$ cat config.mk
export PLATFORM = sky130hd
export DESIGN_NAME = stream_loader
export DESIGN_NICKNAME = d
export VERILOG_FILES = /design/src/rtl/stream_loader_pkg.sv /design/src/rtl/stream_beat_cnt.sv /design/src/rtl/stream_loader.sv
export SDC_FILE = /design/constraint.sdc
export NUM_CORES = 1
export LEC_CHECK = 0
export CORE_AREA = 2 2 102 104
export DETAILED_ROUTE_END_ITERATION = 10
export DIE_AREA = 0 0 104 106
export HOLD_SLACK_MARGIN = 0.08
export PLACE_DENSITY = 0.81
export SLEW_MARGIN = 5
export SYNTH_ARGS = -nofsm -noshare
export SYNTH_HDL_FRONTEND = slang
export SYNTH_HIERARCHICAL = 1
export SYNTH_SLANG_ARGS = --single-unit
$ cat constraint.sdc
create_clock -name clk -period 3.4 [get_ports clk]
set_input_delay 0.85 -clock clk [delete_from_list [all_inputs] [get_ports clk]]
set_output_delay 0.85 -clock clk [all_outputs]
set_load 0.02 [all_outputs]
$ cat src/rtl/stream_loader_pkg.sv
// -----------------------------------------------------------------------------
// stream_loader_pkg
//   Shared encodings for the stream loader and the AXI-Lite control block.
//   - ctrl_state_e : 2-bit control state published by the control block
//   - load_state_e : internal FSM states of stream_loader
//   - is_load_state: helper, true while a load is accepting beats
// -----------------------------------------------------------------------------
package stream_loader_pkg;

  // Control-state encoding shared with the control block.
  typedef enum logic [1:0] {
    CTRL_IDLE        = 2'd0,
    CTRL_PARAM_LOAD  = 2'd1,
    CTRL_IMAGE_LOAD  = 2'd2,
    CTRL_START_ACCEL = 2'd3
  } ctrl_state_e;

  // Loader FSM states.
  typedef enum logic [1:0] {
    S_IDLE  = 2'd0,
    S_PARAM = 2'd1,
    S_IMAGE = 2'd2,
    S_DONE  = 2'd3
  } load_state_e;

  // True in the states where the stream is being consumed.
  function automatic logic is_load_state(load_state_e st);
    return (st == S_PARAM) || (st == S_IMAGE);
  endfunction

endpackage

$ cat src/rtl/stream_beat_cnt.sv
// -----------------------------------------------------------------------------
// stream_beat_cnt
//   Bounded beat counter. Counts accepted beats from 0 up to a terminal value
//   chosen at run time and saturates there; it never wraps.
//   Ports:
//     clk, rstn : clock, asynchronous active-low reset
//     clr_i     : synchronous clear to 0 (has priority over en_i)
//     en_i      : count one beat
//     last_i    : terminal value (DEPTH-1 of the active buffer)
//     cnt_o     : current count (registered)
//     tc_o      : terminal-count flag, cnt_o == last_i
// -----------------------------------------------------------------------------
module stream_beat_cnt #(
  parameter int unsigned CNT_W = 10
) (
  input  logic             clk,
  input  logic             rstn,
  input  logic             clr_i,
  input  logic             en_i,
  input  logic [CNT_W-1:0] last_i,
  output logic [CNT_W-1:0] cnt_o,
  output logic             tc_o
);

  logic [CNT_W-1:0] cnt_q;
  logic [CNT_W-1:0] cnt_d;
  logic             tc_s;

  assign tc_s  = (cnt_q == last_i);
  assign tc_o  = tc_s;
  assign cnt_o = cnt_q;

  // Next count: clear wins, otherwise increment unless already at terminal.
  always_comb begin
    cnt_d = cnt_q;
    if (clr_i) begin
      cnt_d = '0;
    end else if (en_i && !tc_s) begin
      cnt_d = cnt_q + CNT_W'(1);
    end else begin
      cnt_d = cnt_q;
    end
  end

  // Count register.
  always_ff @(posedge clk or negedge rstn) begin
    if (!rstn) begin
      cnt_q <= '0;
    end else begin
      cnt_q <= cnt_d;
    end
  end

endmodule

$ cat src/rtl/stream_loader.sv
// -----------------------------------------------------------------------------
// stream_loader
//   Consumes the control state and an AXI-Stream from the DMA engine. During
//   PARAM_LOAD / IMAGE_LOAD, stream words are written into the parameter or
//   image buffer at consecutive addresses. When the buffer is full the loader
//   holds o_state_cnvt high until the control block returns to IDLE.
//
//   Optional feature macro: STREAM_LOADER_TLAST_CHECK_EN
//     defined   : tlast framing is checked; early tlast ends the load, missing
//                 tlast on the last beat is flagged; o_err is sticky to reset.
//     undefined : tlast is ignored, o_err is tied low.
//
//   Ports:
//     clk, rstn                     clock, asynchronous active-low reset
//     i_state                       control state (ctrl_state_e)
//     o_state_cnvt                  load-complete request (level)
//     s_axis_tdata/tvalid/tready/tlast   input stream
//     o_param_we/addr/wdata         parameter buffer write port
//     o_img_we/addr/wdata           image buffer write port
//     o_param_valid                 sticky: full parameter set loaded
//     o_busy                        loader is consuming a stream
//     o_err                         sticky framing error
//   All outputs are registered.
// -----------------------------------------------------------------------------
module stream_loader
  import stream_loader_pkg::*;
#(
  parameter int unsigned DATA_W      = 32,
  parameter int unsigned PARAM_DEPTH = 256,
  parameter int unsigned IMAGE_DEPTH = 1024
) (
  input  logic                           clk,
  input  logic                           rstn,
  input  logic [1:0]                     i_state,
  output logic                           o_state_cnvt,
  input  logic [DATA_W-1:0]              s_axis_tdata,
  input  logic                           s_axis_tvalid,
  output logic                           s_axis_tready,
  input  logic                           s_axis_tlast,
  output logic                           o_param_we,
  output logic [$clog2(PARAM_DEPTH)-1:0] o_param_addr,
  output logic [DATA_W-1:0]              o_param_wdata,
  output logic                           o_img_we,
  output logic [$clog2(IMAGE_DEPTH)-1:0] o_img_addr,
  output logic [DATA_W-1:0]              o_img_wdata,
  output logic                           o_param_valid,
  output logic                           o_busy,
  output logic                           o_err
);

  localparam int unsigned PARAM_AW = $clog2(PARAM_DEPTH);
  localparam int unsigned IMG_AW   = $clog2(IMAGE_DEPTH);
  localparam int unsigned CNT_W    = (PARAM_AW > IMG_AW) ? PARAM_AW : IMG_AW;
  localparam logic [CNT_W-1:0] PARAM_LAST = CNT_W'(PARAM_DEPTH - 1);
  localparam logic [CNT_W-1:0] IMG_LAST   = CNT_W'(IMAGE_DEPTH - 1);

  // FSM and output registers
  load_state_e         state_q, state_d;
  logic                tready_q, tready_d;
  logic                busy_q, busy_d;
  logic                cnvt_q, cnvt_d;
  logic                param_we_q, param_we_d;
  logic [PARAM_AW-1:0] param_addr_q, param_addr_d;
  logic [DATA_W-1:0]   param_wdata_q, param_wdata_d;
  logic                img_we_q, img_we_d;
  logic [IMG_AW-1:0]   img_addr_q, img_addr_d;
  logic [DATA_W-1:0]   img_wdata_q, img_wdata_d;
  logic                param_valid_q, param_valid_d;

  // Combinational helpers
  ctrl_state_e         ctrl_s;
  logic                accept_s;
  logic                early_end_s;
  logic                cnt_clr_s;
  logic                cnt_en_s;
  logic [CNT_W-1:0]    cnt_s;
  logic [CNT_W-1:0]    last_s;
  logic                tc_s;

  assign ctrl_s = ctrl_state_e'(i_state);

  // A beat is taken only in a load state and only when the control block has
  // not just dropped back to IDLE; an abort cycle swallows no data.
  assign accept_s = s_axis_tvalid & tready_q & is_load_state(state_q)
                  & (ctrl_s != CTRL_IDLE);

  // The active buffer decides where the counter stops.
  assign last_s = (state_q == S_IMAGE) ? IMG_LAST : PARAM_LAST;

`ifdef STREAM_LOADER_TLAST_CHECK_EN
  assign early_end_s = s_axis_tlast & ~tc_s;
`else
  logic unused_tlast_s;
  assign unused_tlast_s = s_axis_tlast;
  assign early_end_s    = 1'b0;
`endif

  stream_beat_cnt #(
    .CNT_W (CNT_W)
  ) u_beat_cnt (
    .clk    (clk),
    .rstn   (rstn),
    .clr_i  (cnt_clr_s),
    .en_i   (cnt_en_s),
    .last_i (last_s),
    .cnt_o  (cnt_s),
    .tc_o   (tc_s)
  );

  // Next-state, write-port and status logic.
  always_comb begin
    state_d       = state_q;
    cnt_clr_s     = 1'b0;
    cnt_en_s      = 1'b0;
    param_we_d    = 1'b0;
    param_addr_d  = param_addr_q;
    param_wdata_d = param_wdata_q;
    img_we_d      = 1'b0;
    img_addr_d    = img_addr_q;
    img_wdata_d   = img_wdata_q;
    param_valid_d = param_valid_q;

    case (state_q)
      S_IDLE: begin
        // Counter is held at zero so every load starts at address 0.
        cnt_clr_s = 1'b1;
        case (ctrl_s)
          CTRL_PARAM_LOAD: begin
            state_d       = S_PARAM;
            param_valid_d = 1'b0;
          end
          CTRL_IMAGE_LOAD: begin
            state_d = S_IMAGE;
          end
          default: begin
            state_d = S_IDLE;
          end
        endcase
      end

      S_PARAM, S_IMAGE: begin
        if (ctrl_s == CTRL_IDLE) begin
          state_d   = S_IDLE;
          cnt_clr_s = 1'b1;
        end else if (accept_s) begin
          cnt_en_s = 1'b1;
          if (state_q == S_PARAM) begin
            param_we_d    = 1'b1;
            param_addr_d  = cnt_s[PARAM_AW-1:0];
            param_wdata_d = s_axis_tdata;
          end else begin
            img_we_d    = 1'b1;
            img_addr_d  = cnt_s[IMG_AW-1:0];
            img_wdata_d = s_axis_tdata;
          end
          if (tc_s || early_end_s) begin
            state_d = S_DONE;
          end else begin
            state_d = state_q;
          end
          // Only a count-complete parameter load is a valid set.
          if (tc_s && (state_q == S_PARAM)) begin
            param_valid_d = 1'b1;
          end else begin
            param_valid_d = param_valid_q;
          end
        end else begin
          state_d = state_q;
        end
      end

      S_DONE: begin
        if (ctrl_s == CTRL_IDLE) begin
          state_d = S_IDLE;
        end else begin
          state_d = S_DONE;
        end
      end

      default: begin
        state_d = S_IDLE;
      end
    endcase

    // Stream-side outputs follow the next state so they are registered yet
    // line up with the state they describe.
    tready_d = is_load_state(state_d);
    busy_d   = is_load_state(state_d);
    cnvt_d   = (state_d == S_DONE);
  end

  // State and output registers.
  always_ff @(posedge clk or negedge rstn) begin
    if (!rstn) begin
      state_q       <= S_IDLE;
      tready_q      <= 1'b0;
      busy_q        <= 1'b0;
      cnvt_q        <= 1'b0;
      param_we_q    <= 1'b0;
      param_addr_q  <= '0;
      param_wdata_q <= '0;
      img_we_q      <= 1'b0;
      img_addr_q    <= '0;
      img_wdata_q   <= '0;
      param_valid_q <= 1'b0;
    end else begin
      state_q       <= state_d;
      tready_q      <= tready_d;
      busy_q        <= busy_d;
      cnvt_q        <= cnvt_d;
      param_we_q    <= param_we_d;
      param_addr_q  <= param_addr_d;
      param_wdata_q <= param_wdata_d;
      img_we_q      <= img_we_d;
      img_addr_q    <= img_addr_d;
      img_wdata_q   <= img_wdata_d;
      param_valid_q <= param_valid_d;
    end
  end

`ifdef STREAM_LOADER_TLAST_CHECK_EN
  logic err_q, err_d;

  // Framing error: tlast before the last beat, or no tlast on the last beat.
  always_comb begin
    err_d = err_q;
    if (accept_s && (early_end_s || (tc_s && !s_axis_tlast))) begin
      err_d = 1'b1;
    end else begin
      err_d = err_q;
    end
  end

  // Sticky error register, cleared only by reset.
  always_ff @(posedge clk or negedge rstn) begin
    if (!rstn) begin
      err_q <= 1'b0;
    end else begin
      err_q <= err_d;
    end
  end

  assign o_err = err_q;
`else
  assign o_err = 1'b0;
`endif

  assign o_state_cnvt  = cnvt_q;
  assign s_axis_tready = tready_q;
  assign o_param_we    = param_we_q;
  assign o_param_addr  = param_addr_q;
  assign o_param_wdata = param_wdata_q;
  assign o_img_we      = img_we_q;
  assign o_img_addr    = img_addr_q;
  assign o_img_wdata   = img_wdata_q;
  assign o_param_valid = param_valid_q;
  assign o_busy        = busy_q;

endmodule
==> metrics.md, run 1 <==
| Metric | Value |
|---|---|
| Power Total | `0.004710 W` |
| Port Buffers | `124` |
| Postcts setup bufs | `0` |
| Largest net degree at the start of global routing | `53` |
| CTS tree | `built` |
| DP HPWL | `6343 um` |
| First-pass GRT wire length | `15,010 um` |
| Finished Cell Area | `5912 sq um` |
| Sequential area share after synthesis | `0.5716` |
| Vias in the first global route | `2,850` |
| Max FO, Critical Path | `9` |
| Post-route ant nets | `0` |
| Clock sinks | `99` |
| CTS Buf Count | `9` |
| Final hold viol count | `0` |
| R2r startpoint | `state_q[0]$_DFF_PN0_` |
| Placement Rows | `37` |
| Initial core utilization | `0.4334` |
| Syn avg cell area | `15.10 sq um` |
| Area growth from synthesis to layout | `36.40%` |
| RSZ-0062 raised after global routing | `false` |
| Total Routing Usage GR | `0.1715` |
| CORE AREA | `10000 sq um` |
| Power per Cell Area | `796.6 nW/um^2` |
| Levels on crit path | `8` |
| R2r setup slk | `0.87 ns` |
| Number of max-cap violations | `0` |
| WP data arrival | `3.06 ns` |
| Async set-reset flop share out of synthesis | `1.000` |
| Post-CTS resize count | `0` |
| Cell count after synthesis | `287` |
| Worst path slowest cell | `clkdlybuf4s50_1` |
| Setup TNS | `0 ns` |
| DRT iter0 DRCs | `117` |
| Die Height | `106 um` |
| Placed inst area | `5697 sq um` |
| WS Path Type | `primary input to flip-flop` |
| Count leader, synth | `dfrtp_1` |
| Clk_lat worst skew | `0.36 ns` |
| Max VDD drop | `0.0003378 V` |
| Crit-path max cell delay | `0.53 ns` |
| DR DRC count | `0` |
| Rel. slew slack | `0.5607` |
| CTS H-tree depth | `3` |
| Final #Nets | `466` |
| I/O pins | `127` |
| Minimum clock period | `2.774 ns` |
| Post-synthesis cell type count | `40` |
| Vias per std cell | `4.936` |
| Die Wd | `104 um` |
| Number of buffers and inverters on the critical path | `1` |
| Clock Skew | `0.01257 ns` |
| Slew Limit Fails | `0` |
| Clk slew on worst S/H paths | `0.09 ns` |
| Leak pwr | `2.629 nW` |
| Via Count | `2,779` |
| Tcrit/Tclk final | `0.8159` |
| GPL Wtd Cong | `0.7892` |
| Drt first pass iters | `4` |
| Initial antenna violation count | `0` |
| Share of layout cells above drive strength 1 | `0.2576` |
| Worst hold slack | `0.5101 ns` |
| Clk buf depth | `2` |
| Worst setup SP type | `primary input` |
| Measured slew at the worst slew-check pin | `0.6589 ns` |
| Mapped cell area | `4334 sq um` |
| Yosys reg bits | `99` |
| Final Setup Violations | `0` |
| Synthesis Warnings | `6` |
| Die area | `11,020 sq um` |
| Top-area cell type share of the netlist area | `0.5716` |
| Worst r2r path cells | `8` |
| Delay-heaviest family, CP | `simple AND/OR/NAND/NOR gates` |
| Crit path to | `u_beat_cnt/cnt_o[9]$_DFFE_PN0P_` |
| Grt ovf | `0` |
| Fmax | `360.5 MHz` |
| Final core utilization | `0.5912` |
| Post-synth EDFFs | `0` |
| Post-Route WL | `9129 um` |
| Root Driver | `clkbuf_8` |
| Routed len/inst | `16.21 um` |
| Top cells by area, synth | `dfrtp_1 57%, mux2_4 14%, mux2_2 11%` |
| CP cell instances | `clkdlybuf4s50_1, nor2_1, and4b_1, nand3_1, nor3_1, nand2_1, or4_1, a21oi_1` |
| HP Class | `flip-flop to flip-flop` |
| Primary FF master, synth | `dfrtp_1` |
| RR Endpoint | `u_beat_cnt/cnt_o[9]$_DFFE_PN0P_` |
| Most frequent cells after synthesis | `99 x dfrtp_1, 44 x mux2_2, 39 x mux2_4` |
| Yosys top cell by area | `dfrtp_1` |
| ANT cells | `0` |
| Hold Buf Count CTS | `0` |
| CP Launch Point | `i_state[0]` |
| Critical Path RT | `3.68 ns` |
| Run status | `completed` |
| Crit. End Element | `flip-flop` |
## metrics by stage
stage	std cells	worst slack (ns)
detailed placement	547	0.2827
floorplan	294	1.163
CTS	563	0.6613
global placement	547	0.3422
global route	563	0.4362
finish	563	0.6259
## cell families after synthesis
logic type / synth area share
other cells: 0.001733
compound gates: 0.03436
buf+inv: 0.03955
xor+xnor: 0.02021
simple gates: 0.06091
fa+ha+maj: 0.01732
mux: 0.2543
flops: 0.5716
## sequential cells by signal (all words and copies together) (netlist names)
| register | cells |
|---|---|
| o_param_wdata | 32 |
| o_busy | 1 |
| o_param_addr | 8 |
| o_param_valid | 1 |
| o_img_we | 1 |
| state_q | 2 |
| o_state_cnvt | 1 |
| o_param_we | 1 |
| o_img_wdata | 32 |
| o_img_addr | 10 |
| u_beat_cnt/cnt_o | 10 |
## how the worst min path moves through the flow
stage,startpoint,endpoint,cells past startpoint
finish,o_param_wdata[10]$_DFFE_PN0P_,o_param_wdata[10]$_DFFE_PN0P_,1
global route,o_param_wdata[19]$_DFFE_PN0P_,o_param_wdata[19]$_DFFE_PN0P_,1
CTS,o_param_wdata[10]$_DFFE_PN0P_,o_param_wdata[10]$_DFFE_PN0P_,1
detailed placement,o_param_wdata[29]$_DFFE_PN0P_,o_param_wdata[29]$_DFFE_PN0P_,1
global placement,o_param_wdata[22]$_DFFE_PN0P_,o_param_wdata[22]$_DFFE_PN0P_,1
floorplan,u_beat_cnt/cnt_o[9]$_DFFE_PN0P_,o_img_addr[9]$_DFFE_PN0P_,1
## placed cells by master (no fill, tap or decap), drive strengths merged, types with 5 or more instances in the layout
cell,n
a21oi,8
buf,8
clkbuf,10
clkdlybuf4s50,123
conb,9
dfrtp,99
ha,6
inv,6
mux2,84
nand2,9
nor2,7
o21ai,5
o31ai,5
or4,6
xnor2,8
## where the power goes
part,total (W),internal (W),switching (W)
clock,0.000820,0.000416,0.000404
sequential,0.00176,0.00155,0.000213
combinational,0.00213,0.00117,0.000958
## metal layers
layer | routed length [um] | track usage
met1 | 4069 | 0.2172
met2 | 4509 | 0.2867
met3 | 382 | 0.04414
met4 | 167 | 0.06081
met5 | 0 | 0
## worst register-to-register path: cells and delay by family, from the launching register on
kind / cells / cell delay, ns
flops: 1 / 0.42
buf+inv: 1 / 0.08
compound gates: 1 / 0.15
simple gates: 5 / 1.41
fa+ha+maj: 1 / 0.38
## layout make-up
class,instances,area [sq um]
Fill cell,800,4088
Sequential cell,99,2477
Multi-Input combinational cell,176,1714
Timing Repair Buffer,131,1316
Tap cell,136,170.2
Clock buffer,10,127.6
Clock inverter,6,87.58
Inverter,5,18.77
Power figures use the tool's default switching activity.
==> run 2, diff against run 1 <==
--- a/config.mk
+++ b/config.mk
@@ -5,9 +5,9 @@
 export SDC_FILE = /design/constraint.sdc
 export NUM_CORES = 1
 export LEC_CHECK = 0
-export CORE_AREA = 2 2 102 104
+export CORE_AREA = 2 2 104 106
 export DETAILED_ROUTE_END_ITERATION = 10
-export DIE_AREA = 0 0 104 106
+export DIE_AREA = 0 0 106 108
 export HOLD_SLACK_MARGIN = 0.08
 export PLACE_DENSITY = 0.81
 export SLEW_MARGIN = 5
==> constraint.sdc (replaced) <==
create_clock -name clk -period 2.3 [get_ports clk]
set_input_delay 0.575 -clock clk [delete_from_list [all_inputs] [get_ports clk]]
set_output_delay 0.575 -clock clk [all_outputs]
set_load 0.02 [all_outputs]
==> run 2 against run 1 <==
Core utilization is 0.15 points higher. Sequential cell count unchanged. Non-clock buffer count rose by 14. Cell count increased by 2.5%. Combinational power is 52% higher. Sequential power grew 48%. Global-route usage is 0.42 points lower. Count of clock-buffer cells in the layout up 1. Via count grew 1.8%.
==> metrics.md, run 2 (synthesis gave the netlist of run 1 again) <==
| Metric | Value |
|---|---|
| Run status | `completed (unchanged)` |
| Port Buffers | `124 (unchanged)` |
| GPL Wtd Cong | `0.8116 (was 0.7892)` |
| Worst path slowest cell | `clkdlybuf4s50_1 (unchanged)` |
| Vias in the first global route | `2,942 (was 2,850)` |
| FF/Latch Area | `2477 sq um (unchanged)` |
| DP HPWL | `6576 um (was 6343 um)` |
| WS Path Type | `primary input to flip-flop (unchanged)` |
| Die Wd | `106 um (was 104 um)` |
| CORE AREA | `10,230 sq um (was 10000 sq um)` |
| Number of buffers and inverters on the critical path | `2 (was 1)` |
| Tcrit/Tclk final | `0.9304` |
| Max FO, Critical Path | `4 (was 9)` |
| Post-CTS resize count | `0 (unchanged)` |
| Slew Limit Fails | `0 (unchanged)` |
| First-pass GRT wire length | `14,950 um (was 15,010 um)` |
| RSZ-0062 raised after global routing | `false (unchanged)` |
| Drt first pass iters | `4 (unchanged)` |
| Placement Rows | `37 (unchanged)` |
| CTS tree | `built (unchanged)` |
| Max VDD drop | `0.0005078 V (was 0.0003378 V)` |
| CTS H-tree depth | `3 (unchanged)` |
| Hold Buf Count CTS | `0 (unchanged)` |
| Routed len/inst | `16.15 um (was 16.21 um)` |
| Clk buf depth | `2 (unchanged)` |
| Post-route ant nets | `0 (unchanged)` |
| Rel. slew slack | `0.6538 (was 0.5607)` |
| Delay-heaviest family, CP | `simple AND/OR/NAND/NOR gates (unchanged)` |
| Clock sinks | `99 (unchanged)` |
| Setup WS pre-CTS | `-0.2660 ns (was 0.2827 ns)` |
| Clk_lat worst skew | `0.37 ns (was 0.36 ns)` |
| Postcts setup bufs | `0 (unchanged)` |
| I/O pins | `127 (unchanged)` |
| Die Height | `108 um (was 106 um)` |
| Root Driver | `clkbuf_8 (unchanged)` |
| Area growth from synthesis to layout | `39.93% (was 36.40%)` |
| Setup ws final | `0.1601 ns (was 0.6259 ns)` |
| Multi-input logic area | `1725 sq um (was 1714 sq um)` |
| Initial core utilization | `0.4236 (was 0.4334)` |
| CP cell instances | `clkdlybuf4s50_1, nor2_1, and4b_2, buf_4, nand2_1, nor2_1, nand3_1, or4_1, a21oi_1 (was clkdlybuf4s50_1, nor2_1, and4b_1, nand3_1, nor3_1, nand2_1, or4_1, a21oi_1)` |
| Finished Cell Area | `6065 sq um (was 5912 sq um)` |
| Clock Skew | `0.008626 ns (was 0.01257 ns)` |
| Critical Path RT | `2.60 ns (was 3.68 ns)` |
| Power Total | `0.007094 W (was 0.004710 W)` |
| Via Count | `2,829 (was 2,779)` |
| Initial antenna violation count | `0 (unchanged)` |
| Final hold viol count | `0 (unchanged)` |
| ANT cells | `0 (unchanged)` |
| HP Class | `primary input to async pin (was flip-flop to flip-flop)` |
| Number of max-cap violations | `0 (unchanged)` |
| Clk slew on worst S/H paths | `0.10 ns (was 0.09 ns)` |
| DR DRC count | `0 (unchanged)` |
| DRT iter0 DRCs | `85 (was 117)` |
| Final Setup Violations | `0 (unchanged)` |
| Largest net degree at the start of global routing | `41 (was 53)` |
| Fmax | `467.3 MHz` |
| Placed inst area | `5827 sq um (was 5697 sq um)` |
| Vias per std cell | `4.903 (was 4.936)` |
| Measured slew at the worst slew-check pin | `0.5193 ns (was 0.6589 ns)` |
| WP data arrival | `2.44 ns (was 3.06 ns)` |
| Final core utilization | `0.5928 (was 0.5912)` |
| Leak pwr | `2.704 nW (was 2.629 nW)` |
| Final #Nets | `480 (was 466)` |
| Worst setup SP type | `primary input (unchanged)` |
| Most common cell after layout, fill and taps aside | `clkdlybuf4s50_1 (unchanged)` |
| Crit. End Element | `flip-flop (unchanged)` |
| Power per Cell Area | `1170 nW/um^2 (was 796.6 nW/um^2)` |
| Share of layout cells above drive strength 1 | `0.2880 (was 0.2576)` |
| Crit-path max cell delay | `0.47 ns (was 0.53 ns)` |
| Total Routing Usage GR | `0.1673 (was 0.1715)` |
| Die area | `11,450 sq um (was 11,020 sq um)` |
| Grt ovf | `0 (unchanged)` |
| Cell repeated most along the worst path | `nor2_1` |
| Minimum clock period | `2.140 ns` |
| Placed Cells | `561 (was 547)` |
| Number of fill cells | `815 (was 800)` |
| CTS Buf Count | `9 (unchanged)` |
| Fin cells | `577 (was 563)` |
| Commonest non-fill, non-tap cells in the layout | `123 x clkdlybuf4s50_1, 99 x dfrtp_1, 44 x mux2_2 (unchanged)` |
| Post-Route WL | `9320 um (was 9129 um)` |
-- run 2: worst paths after layout --
kind                            slack [ns]                               to                    startpoint  cells after the start
max in group asynchronous             1.47       o_img_wdata[3]$_DFFE_PN0P_                          rstn                      2
min in group clk                      0.51     o_param_wdata[2]$_DFFE_PN0P_  o_param_wdata[2]$_DFFE_PN0P_                      1
worst max register to register        0.17  u_beat_cnt/cnt_o[3]$_DFFE_PN0P_          state_q[0]$_DFF_PN0_                      8
worst min register to register        0.51     o_param_wdata[2]$_DFFE_PN0P_  o_param_wdata[2]$_DFFE_PN0P_                      1
worst max-delay path                  0.16  u_beat_cnt/cnt_o[8]$_DFFE_PN0P_                    i_state[1]                      9
worst min-delay path                  0.17      o_img_wdata[20]$_DFFE_PN0P_                          rstn                      1
-- run 2: final cells by class --
class | count | share of cell area
flip-flops and latches | 99 | 0.4085
repair buffers | 145 | 0.2385
inverters | 5 | 0.003095
clock buffers | 11 | 0.02331
clock inverters | 5 | 0.01403
multi-input cells | 176 | 0.2845
well taps | 136 | 0.02806
-- run 2: metal layers --
metal / GRT usage / routed length (um) / vias up
met3: 0.03737 / 317 / 12
met4: 0.05921 / 145 / 0
li1: - / - / 1308
met5: 0 / 0 / -
met2: 0.2853 / 4818 / 77
met1: 0.2113 / 4039 / 1432
-- run 2: worst reg2reg max path: cells and delay by family (launching register included) --
kind / cells / cell delay [ns]
buf+inv: 2 / 0.35
flops: 1 / 0.41
simple gates: 3 / 0.46
mux: 1 / 0.31
xor+xnor: 1 / 0.23
fa+ha+maj: 1 / 0.25
-- run 2: metrics by stage --
step	hold WS [ns]	setup TNS, ns
detailed placement	0.4917	-7.678
global placement	0.4854	-6.231
floorplan	0.2794	0
finish	0.1733	0
CTS	0.1746	0
global route	0.1907	0
-- run 2: power breakdown --
group | total (W) | internal, W | switching, W
Sequential | 0.00260 | 0.00229 | 0.000316
Clock | 0.00125 | 0.000649 | 0.000605
Combinational | 0.00324 | 0.00179 | 0.00145
==> run 3, diff against run 2 <==
--- a/config.mk
+++ b/config.mk
@@ -10,7 +10,7 @@
 export DIE_AREA = 0 0 106 108
 export HOLD_SLACK_MARGIN = 0.08
 export PLACE_DENSITY = 0.81
-export SLEW_MARGIN = 5
+export SLEW_MARGIN = 20
 export SYNTH_ARGS = -nofsm -noshare
 export SYNTH_HDL_FRONTEND = slang
 export SYNTH_HIERARCHICAL = 1
==> results of run 3 <==
No change in the layout: final DEF, timing and power equal those of run 2.
